<file path="src/rtl/dark_pkg.sv">
// Shared fetch-side types and constants.
// Holds the fetch FSM encoding and the instruction buffer entry layout.
package dark_pkg;

  typedef enum logic [1:0] {
    IDLE  = 2'd0,
    BUSY  = 2'd1,
    FLUSH = 2'd2
  } fetch_state_t;

  localparam int FETCH_DEPTH = 2;
  localparam int INST_BYTES  = 4;

  typedef struct packed {
    logic [31:0] pc;
    logic [31:0] inst;
  } fetch_ent_t;

endpackage

</file>
<file path="src/rtl/dark_fetch_buf.sv">
// Two-entry instruction buffer between fetch and decode.
// Ports: clk, res (sync active-low), push/push_ent, pop, flush, count, head.
module dark_fetch_buf
  import dark_pkg::*;
(
  input  logic       clk,
  input  logic       res,
  input  logic       push,
  input  fetch_ent_t push_ent,
  input  logic       pop,
  input  logic       flush,
  output logic [1:0] count,
  output fetch_ent_t head
);

  fetch_ent_t mem [FETCH_DEPTH];
  logic       rd_ptr;
  logic       wr_ptr;

  always_ff @(posedge clk) begin
    if (!res) begin
      rd_ptr <= 1'b0;
      wr_ptr <= 1'b0;
      count  <= 2'd0;
    end else if (flush) begin
      rd_ptr <= 1'b0;
      wr_ptr <= 1'b0;
      count  <= 2'd0;
    end else begin
      if (push) wr_ptr <= ~wr_ptr;
      if (pop)  rd_ptr <= ~rd_ptr;
      count <= count + {1'b0, push} - {1'b0, pop};
    end
  end

  always_ff @(posedge clk) begin
    if (res && !flush && push)
      mem[wr_ptr] <= push_ent;
  end

  assign head = mem[rd_ptr];

endmodule

</file>
<file path="src/rtl/dark_fetch_ctl.sv">
// Instruction fetch controller: issues imem requests, buffers responses
// and hands them to decode; ports: clk/res, imem_*, redir_*, inst_*, pc_*.
module dark_fetch_ctl
  import dark_pkg::*;
#(
  parameter logic [31:0] RESET_PC = 32'h0000_0000
) (
  input  logic        clk,
  input  logic        res,
  input  logic        halt,
  output logic        imem_req,
  output logic [31:0] imem_addr,
  input  logic        imem_ack,
  input  logic [31:0] imem_data,
  input  logic        redir_v,
  input  logic [31:0] redir_pc,
  output logic        inst_valid,
  input  logic        inst_ready,
  output logic [31:0] inst_data,
  output logic [31:0] inst_pc,
  output logic        pc_en,
  output logic [31:0] pc_nxpc
);

  fetch_state_t state;
  fetch_state_t state_nx;

  logic [31:0] fetch_pc;
  logic [31:0] hold_addr;
  logic [31:0] redir_tgt;
  logic [1:0]  count;
  fetch_ent_t  head;
  fetch_ent_t  push_ent;
  logic        issue;
  logic        active;
  logic        done;
  logic        hs;
  logic        push;
  logic        can_cont;

  assign redir_tgt  = redir_pc & ~32'h3;
  assign inst_valid = (count != 2'd0);
  assign inst_data  = head.inst;
  assign inst_pc    = head.pc;
  assign hs         = inst_valid & inst_ready;
  assign done       = imem_req & imem_ack;
  assign active     = (state == BUSY) | issue;
  assign push       = done & active & ~redir_v;
  assign push_ent   = '{pc: fetch_pc, inst: imem_data};

  // Post-push occupancy must leave room for one more outstanding fetch.
  assign can_cont = ~halt &
    ((count + 2'd1 - {1'b0, hs}) < 2'(FETCH_DEPTH));

  always_ff @(posedge clk) begin
    if (!res) state <= IDLE;
    else      state <= state_nx;
  end

  always_comb begin
    state_nx = state;
    unique case (state)
      IDLE, BUSY: begin
        if (active) begin
          if (done)
            state_nx = (redir_v || !can_cont) ? IDLE : BUSY;
          else
            state_nx = redir_v ? FLUSH : BUSY;
        end
      end
      FLUSH: begin
        if (imem_ack) state_nx = IDLE;
      end
      default: state_nx = IDLE;
    endcase
  end

  always_comb begin
    issue = (state == IDLE) & ~halt &
            (count < 2'(FETCH_DEPTH));
    imem_req  = res & ((state != IDLE) | issue);
    imem_addr = (state == FLUSH) ? hold_addr : fetch_pc;
  end

  always_ff @(posedge clk) begin
    if (!res) begin
      fetch_pc  <= RESET_PC;
      hold_addr <= RESET_PC;
      pc_en     <= 1'b0;
      pc_nxpc   <= RESET_PC;
    end else begin
      pc_en <= hs;
      if (hs) pc_nxpc <= inst_pc;
      if (redir_v) begin
        fetch_pc <= redir_tgt;
        // The in-flight address must stay on imem_addr while flushing.
        if (state != FLUSH) hold_addr <= fetch_pc;
      end else if (push) begin
        fetch_pc <= fetch_pc + 32'(INST_BYTES);
      end
    end
  end

  dark_fetch_buf u_buf (
    .clk      (clk),
    .res      (res),
    .push     (push),
    .push_ent (push_ent),
    .pop      (hs),
    .flush    (redir_v),
    .count    (count),
    .head     (head)
  );

endmodule
</file>
<file path="config.mk">
export PLATFORM = sky130hd
export DESIGN_NAME = dark_fetch_ctl
export DESIGN_NICKNAME = d
export VERILOG_FILES = /design/src/rtl/dark_pkg.sv /design/src/rtl/dark_fetch_buf.sv /design/src/rtl/dark_fetch_ctl.sv
export SDC_FILE = /design/constraint.sdc
export NUM_CORES = 1
export LEC_CHECK = 0
export CORE_MARGIN = 2
export CORE_UTILIZATION = 55
export CTS_CLUSTER_DIAMETER = 120
export DETAILED_ROUTE_END_ITERATION = 8
export PLACE_DENSITY_LB_ADDON = 0.08
export SYNTH_ARGS = -nofsm -noshare
export SYNTH_HDL_FRONTEND = slang
export SYNTH_SLANG_ARGS = --single-unit
</file>
<file path="constraint.sdc">
create_clock -name clk -period 11.2 [get_ports clk]
set_input_delay 2.24 -clock clk [delete_from_list [all_inputs] [get_ports clk]]
set_output_delay 2.24 -clock clk [all_outputs]
set_load 0.01 [all_outputs]
</file>
==> results of run 1 <==
## cell type report
class                           count  area, sq um  share of cell area
Sequential cell                   222         5687              0.4776
Multi-Input combinational cell    468         3253              0.2732
Timing Repair Buffer              198         1962              0.1648
Clock buffer                       28        604.3             0.05076
Tap cell                          220        275.3             0.02312
Clock inverter                     12        113.9            0.009563
Inverter                            3        11.26           0.0009458
## kinds of logic (layout without fill, tap and decap cells)
family          after synthesis  count (layout)
compound gates               94              94
other cells                   1               6
flops                       222             222
buf+inv                      53             241
mux                          92              92
simple gates                245             245
fa+ha+maj                     3               3
xor+xnor                     28              28
## registers in the layout (all words and copies together) (netlist names), named ones only
name	flops
u_buf.mem	124
fetch_pc	30
hold_addr	30
pc_nxpc	30
state	2
u_buf.count	2
pc_en	1
u_buf.rd_ptr	1
u_buf.wr_ptr	1
## cells in the mapped netlist, types with 6 or more instances
cell / instances / share of area
nand3_1: 12 / 0.0066
nor3b_1: 32 / 0.026
nand2_1: 76 / 0.031
dfxtp_1: 98 / 0.21
buf_1: 9 / 0.0037
o21ai_0: 20 / 0.011
xor2_1: 17 / 0.016
xnor2_1: 11 / 0.011
edfxtp_1: 124 / 0.41
clkbuf_1: 30 / 0.012
a21oi_1: 22 / 0.012
a21boi_0: 30 / 0.025
buf_4: 6 / 0.0049
mux2_2: 92 / 0.11
nand2b_1: 11 / 0.0075
nor2_1: 74 / 0.030
nand4_1: 10 / 0.0068
## how the worst max path moves through the flow
stage | to
final | imem_req
after global routing | imem_req
after CTS | imem_req
after detailed placement | imem_req
after global placement | imem_req
after floorplan | u_buf.mem[0][0]$_DFFE_PP_
## routing by layer
layer | GRT usage | up-vias | wire [um]
li1 | - | 2992 | -
met1 | 0.3025 | 3060 | 8719
met2 | 0.3805 | 234 | 10020
met3 | 0.03767 | 28 | 1302
met4 | 0.06147 | 0 | 333
met5 | 0 | - | 0
## power by group through the flow
stage	Clock (W)	Combinational [W]	Sequential [W]
after floorplan	0	0.0000771	0.000918
after global placement	0	0.000145	0.000924
after detailed placement	0	0.000148	0.000927
after CTS	0.000736	0.000149	0.000909
after global routing	0.000766	0.000160	0.000912
final	0.000720	0.000149	0.000910
## through the flow
| stage | util | instance area (sq um) | cells | setup WS (ns) | total power (W) |
|---|---|---|---|---|---|
| after floorplan | - | 9185 | 743 | 4.875 | 0.0009951 |
| after global placement | 0.6819 | 11190 | 1111 | 5.221 | 0.001069 |
| after detailed placement | 0.6819 | 11190 | 1111 | 5.212 | 0.001075 |
| after CTS | 0.7257 | 11910 | 1151 | 5.208 | 0.001795 |
| after global routing | 0.7257 | 11910 | 1151 | 5.133 | 0.001839 |
| final | 0.7257 | 11910 | 1151 | 5.211 | 0.001779 |
## worst reg2reg max path: stages (launching register included)
cell and delay, ns:
dfxtp_1 0.36, or2_2 0.33, nand2_1 0.83, inv_1 0.83, ha_1 0.56, nor2_1 0.19
xnor2_1 0.16, nor2_1 0.05
==> qor.yml, run 1 <==
status: "completed"
cts_root_buf: "clkbuf_16"
ant_nets: 0
crit_type: "in -> out"
dieWidth_um: 133.1
cts_made_buffers: 22
worst-path-buf-inv: 3
clockPowerShare: 0.405
syn_avg_cell_area_sq_um: 12.42
hp-class: "reg -> reg"
ys_ff_latch: 222
hold_path_end: "hold_addr[27]$_SDFFE_PN0P_"
die_y_um: 133.1
finalCritPeriodShare: 0.5348
synth_compound_area_frac: 0.06866
critPathLaunch: "res"
netlist_area_sq_um: 9166
crit_path_max_incr_delay_ns: 0.61
timing.fmax_ghz: 0.1670
dieArea_sq_um: 17710
combPwrFrac: 0.084
hold_buffers: 0
gp_congestion: 0.7797
hold_viol: 0
syn_to_final_growth_pct: 29.89
crit_arrival_ns: 3.75
grt_pass1_vias: 6165
tritoncts: "yes"
grt_use_total: 0.2245
powerDensity_nw_per_um2: 149.4
drc: 0
h-tree-depth: 1
cp_top_family: "buffers and inverters"
crit_slowest_cell: "buf_4"
start_kind: "input port"
worstPathMaxFanout: 95
fin_skew_ns: 0.01014
core_sq_um: 16410
reg2reg_slack_ns: 7.77
wire_per_inst_um: 17.70
internal_power_w: 0.001395
synthSimpleGateAreaFrac: 0.1384
rr_worst_depth: 7
layout-drive-gt1-share: 0.1579
vias_per_cell: 5.486
end_kind: "output pin"
nFillCells: 1120
min_path_cells: 2
report.final.slew_viol_count: 0
synthMuxAreaShare: 0.1130
timing.rr.end: "u_buf.count[1]$_SDFF_PP0_"
whs_ns: 0.4667
antenna_found_initial: 0
async_reset_ff_frac: 0
power_frac_seq: 0.511
p_sw_frac: 0.2159
synth_cell_type_count: 51
io_buffers: 192
clk_latency_ns: 0.49
worst_slew_pin_slew_ns: 1.224
yosysSeqAreaShare: 0.6203
synth_edf_count: 124
p_sw_w: 0.0003841
finalCriticalPeriod_ns: 5.989
hpwlAfterDp_um: 13540
cp.depth: 4
fin_nets: 988
worstHoldStart: "hold_addr[27]$_SDFFE_PN0P_"
leakagePower_nw: 4.099
path_clk_slew_ns: 0.06
synth_fa_ha_area_frac: 0.004095
routed_wirelength_um: 20370
rsz0062_at_grt: "false"
first_pass_iters: 5
io_pins: 201
drt-initial-drc-count: 250
row_count: 47
relSlewSlack: 0.1830
post_cts_buffers: 0
cts_resized: 0
final_cell_mix: "clkdlybuf4s50_1 (191), edfxtp_1 (124), dfxtp_1 (97)"
clock_path_buffers: 3
antenna_cells: 0
start_util: 0.5587
synth_top_family_by_area: "simple AND/OR/NAND/NOR gates"
final_common_cell: "clkdlybuf4s50_1"
worstPathRequired_ns: 8.96
syn_inst: 738
ys.flop_type: "edfxtp_1"
yosysWarningCount: 0
via_count: 6314
grt_max_degree: 96
synth-xor-area-share: 0.02675
ir_drop_v: 0.00009472
cap_violations: 0
r2r-start: "u_buf.count[1]$_SDFF_PP0_"
cts_sinks: 222
grt_pass1_wl_um: 31990
path_cells: "buf_2 > buf_4 > o21a_1 > clkdlybuf4s50_1"
grt_overflow: 0
setup_tns_ns: 0
setup_viol: 0
No activity file was read; power rests on OpenSTA's default activity.
==> run 2: changes to the inputs <==
CORE_UTILIZATION = 46   (was 55)
clock period = 4.95 ns   (was 11.2 ns; I/O delays follow)
==> run 2 against run 1 <==
Against the previous run:
- critical path depth fell by 1
- largest power group unchanged
- sequential share of layout area fell by 0.77 points
- hold slack got worse by 0.0024 ns
- via count fell by 0.87%
- final area rose by 1.6%
==> qor.yml, run 2 (same netlist as run 1, synthesis figures left out) <==
die_y_um: 145.2
report.final.slew_viol_count: 0
final_common_cell: "clkdlybuf4s50_1"
cts_sinks: 222
setup_viol: 0
powerDensity_nw_per_um2: 341.0
finalCritPeriodShare: 0.7020
relSlewSlack: 0.1695
core_sq_um: 19530
grt_pass1_vias: 6246
cts_resized: 0
grt_overflow: 0
status: "completed"
first_pass_iters: 4
post_cts_buffers: 0
tritoncts: "yes"
via_count: 6259
grt_use_total: 0.1956
io_pins: 201
grt_pass1_wl_um: 33510
layout-drive-gt1-share: 0.1702
fin_util: 0.6197
rsz0062_at_grt: "false"
cts_made_buffers: 24
wire_per_inst_um: 17.48
cap_violations: 0
hold_viol: 0
vias_per_cell: 5.190
stdcell_count: 1206
fin_skew_ns: 0.009790
leakagePower_nw: 4.174
h-tree-depth: 1
end_kind: "output pin"
clk_latency_ns: 0.50
ir_drop_v: 0.0002385
start_kind: "flip-flop"
dieArea_sq_um: 21070
worst_slew_pin_slew_ns: 1.246
dieWidth_um: 145.2
crit_type: "reg -> out"
hold_buffers: 0
start_util: 0.4694
place_inst: 1161
ant_nets: 0
fin_nets: 995
largest_reg_flops: 124
io_buffers: 192
final_cell_mix: "clkdlybuf4s50_1 (191), edfxtp_1 (124), dfxtp_1 (97)"
drt-initial-drc-count: 351
crit_arrival_ns: 2.48
worstPathRequired_ns: 3.96
clock_path_buffers: 3
timing.fmax_ghz: 0.2878
path_clk_slew_ns: 0.06
antenna_found_initial: 1
setup_tns_ns: 0
routed_wirelength_um: 21080
syn_to_final_growth_pct: 32.01
drc: 0
hpwlAfterDp_um: 14240
hp-class: "reg -> reg"
finalCriticalPeriod_ns: 3.475
row_count: 51
grt_max_degree: 68
worstPathMaxFanout: 24
largest_register: "u_buf.mem"
cts_root_buf: "clkbuf_16"
gp_congestion: 0.7768
## run 2: changes by cell type in the layout (fill, tap and decap cells not counted), moves of 2 or more
cell / before / now
buf_12: 0 / 2
buf_4: 6 / 9
clkbuf_16: 23 / 25
clkbuf_8: 1 / 5
clkinv_1: 5 / 2
clkinv_2: 2 / 5
## run 2: per-layer routing
| metal | global-route usage | part of all wire | up-vias |
|---|---|---|---|
| met5 | 0 | 0 | - |
| met4 | 0.04755 | 0.013 | 0 |
| met3 | 0.03585 | 0.063 | 17 |
| met2 | 0.3305 | 0.48 | 204 |
| met1 | 0.2624 | 0.44 | 3021 |
| li1 | - | - | 3017 |
## run 2: critical path, stage by stage (launching register included)
cell             delay [ns]
dfxtp_2                0.65
buf_4                  0.42
mux2_2                 0.40
clkdlybuf4s50_1        0.51
## run 2: metrics by stage
stage                     total power, W  hold WS, ns  instance area [sq um]  setup WS [ns]
final                           0.004126       0.4643                  12100          1.475
after global routing            0.004284       0.4854                  12100          1.338
after CTS                       0.004170       0.4652                  12100          1.425
after detailed placement        0.002438       0.4567                  11310          1.324
after global placement          0.002425       0.4476                  11310          1.360
after floorplan                 0.002251       0.4400                   9188          1.030
## run 2: final timing paths
| path | end | startpoint | slack (ns) | cells past startpoint |
|---|---|---|---|---|
| worst max-delay path | inst_pc[15] | flip-flop | 1.48 | 3 |
| worst min-delay path | hold_addr[27]$_SDFFE_PN0P_ | hold_addr[27]$_SDFFE_PN0P_ | 0.46 | 2 |
| worst max register to register | hold_addr[25]$_SDFFE_PN0P_ | state[1]$_SDFFE_PN0P_ | 2.48 | 5 |
| worst min register to register | hold_addr[27]$_SDFFE_PN0P_ | hold_addr[27]$_SDFFE_PN0P_ | 0.46 | 2 |
## run 2: final cells by class
type	instances	area (sq um)
sequential	222	5687
multi-input combinational	468	3253
clock inverter	11	85.08
tap	265	331.6
inverter	3	11.26
antenna	1	2.502
clock buffer	33	705.7
timing repair buffer	203	2024
fill	1536	7426
## run 2: report_power, final
part           total, W  internal [W]  leakage (nW)  switching, W
registers       0.00206       0.00200          1.93     0.0000596
logic          0.000339      0.000190          1.86      0.000149
clock network   0.00173       0.00105         0.387      0.000682
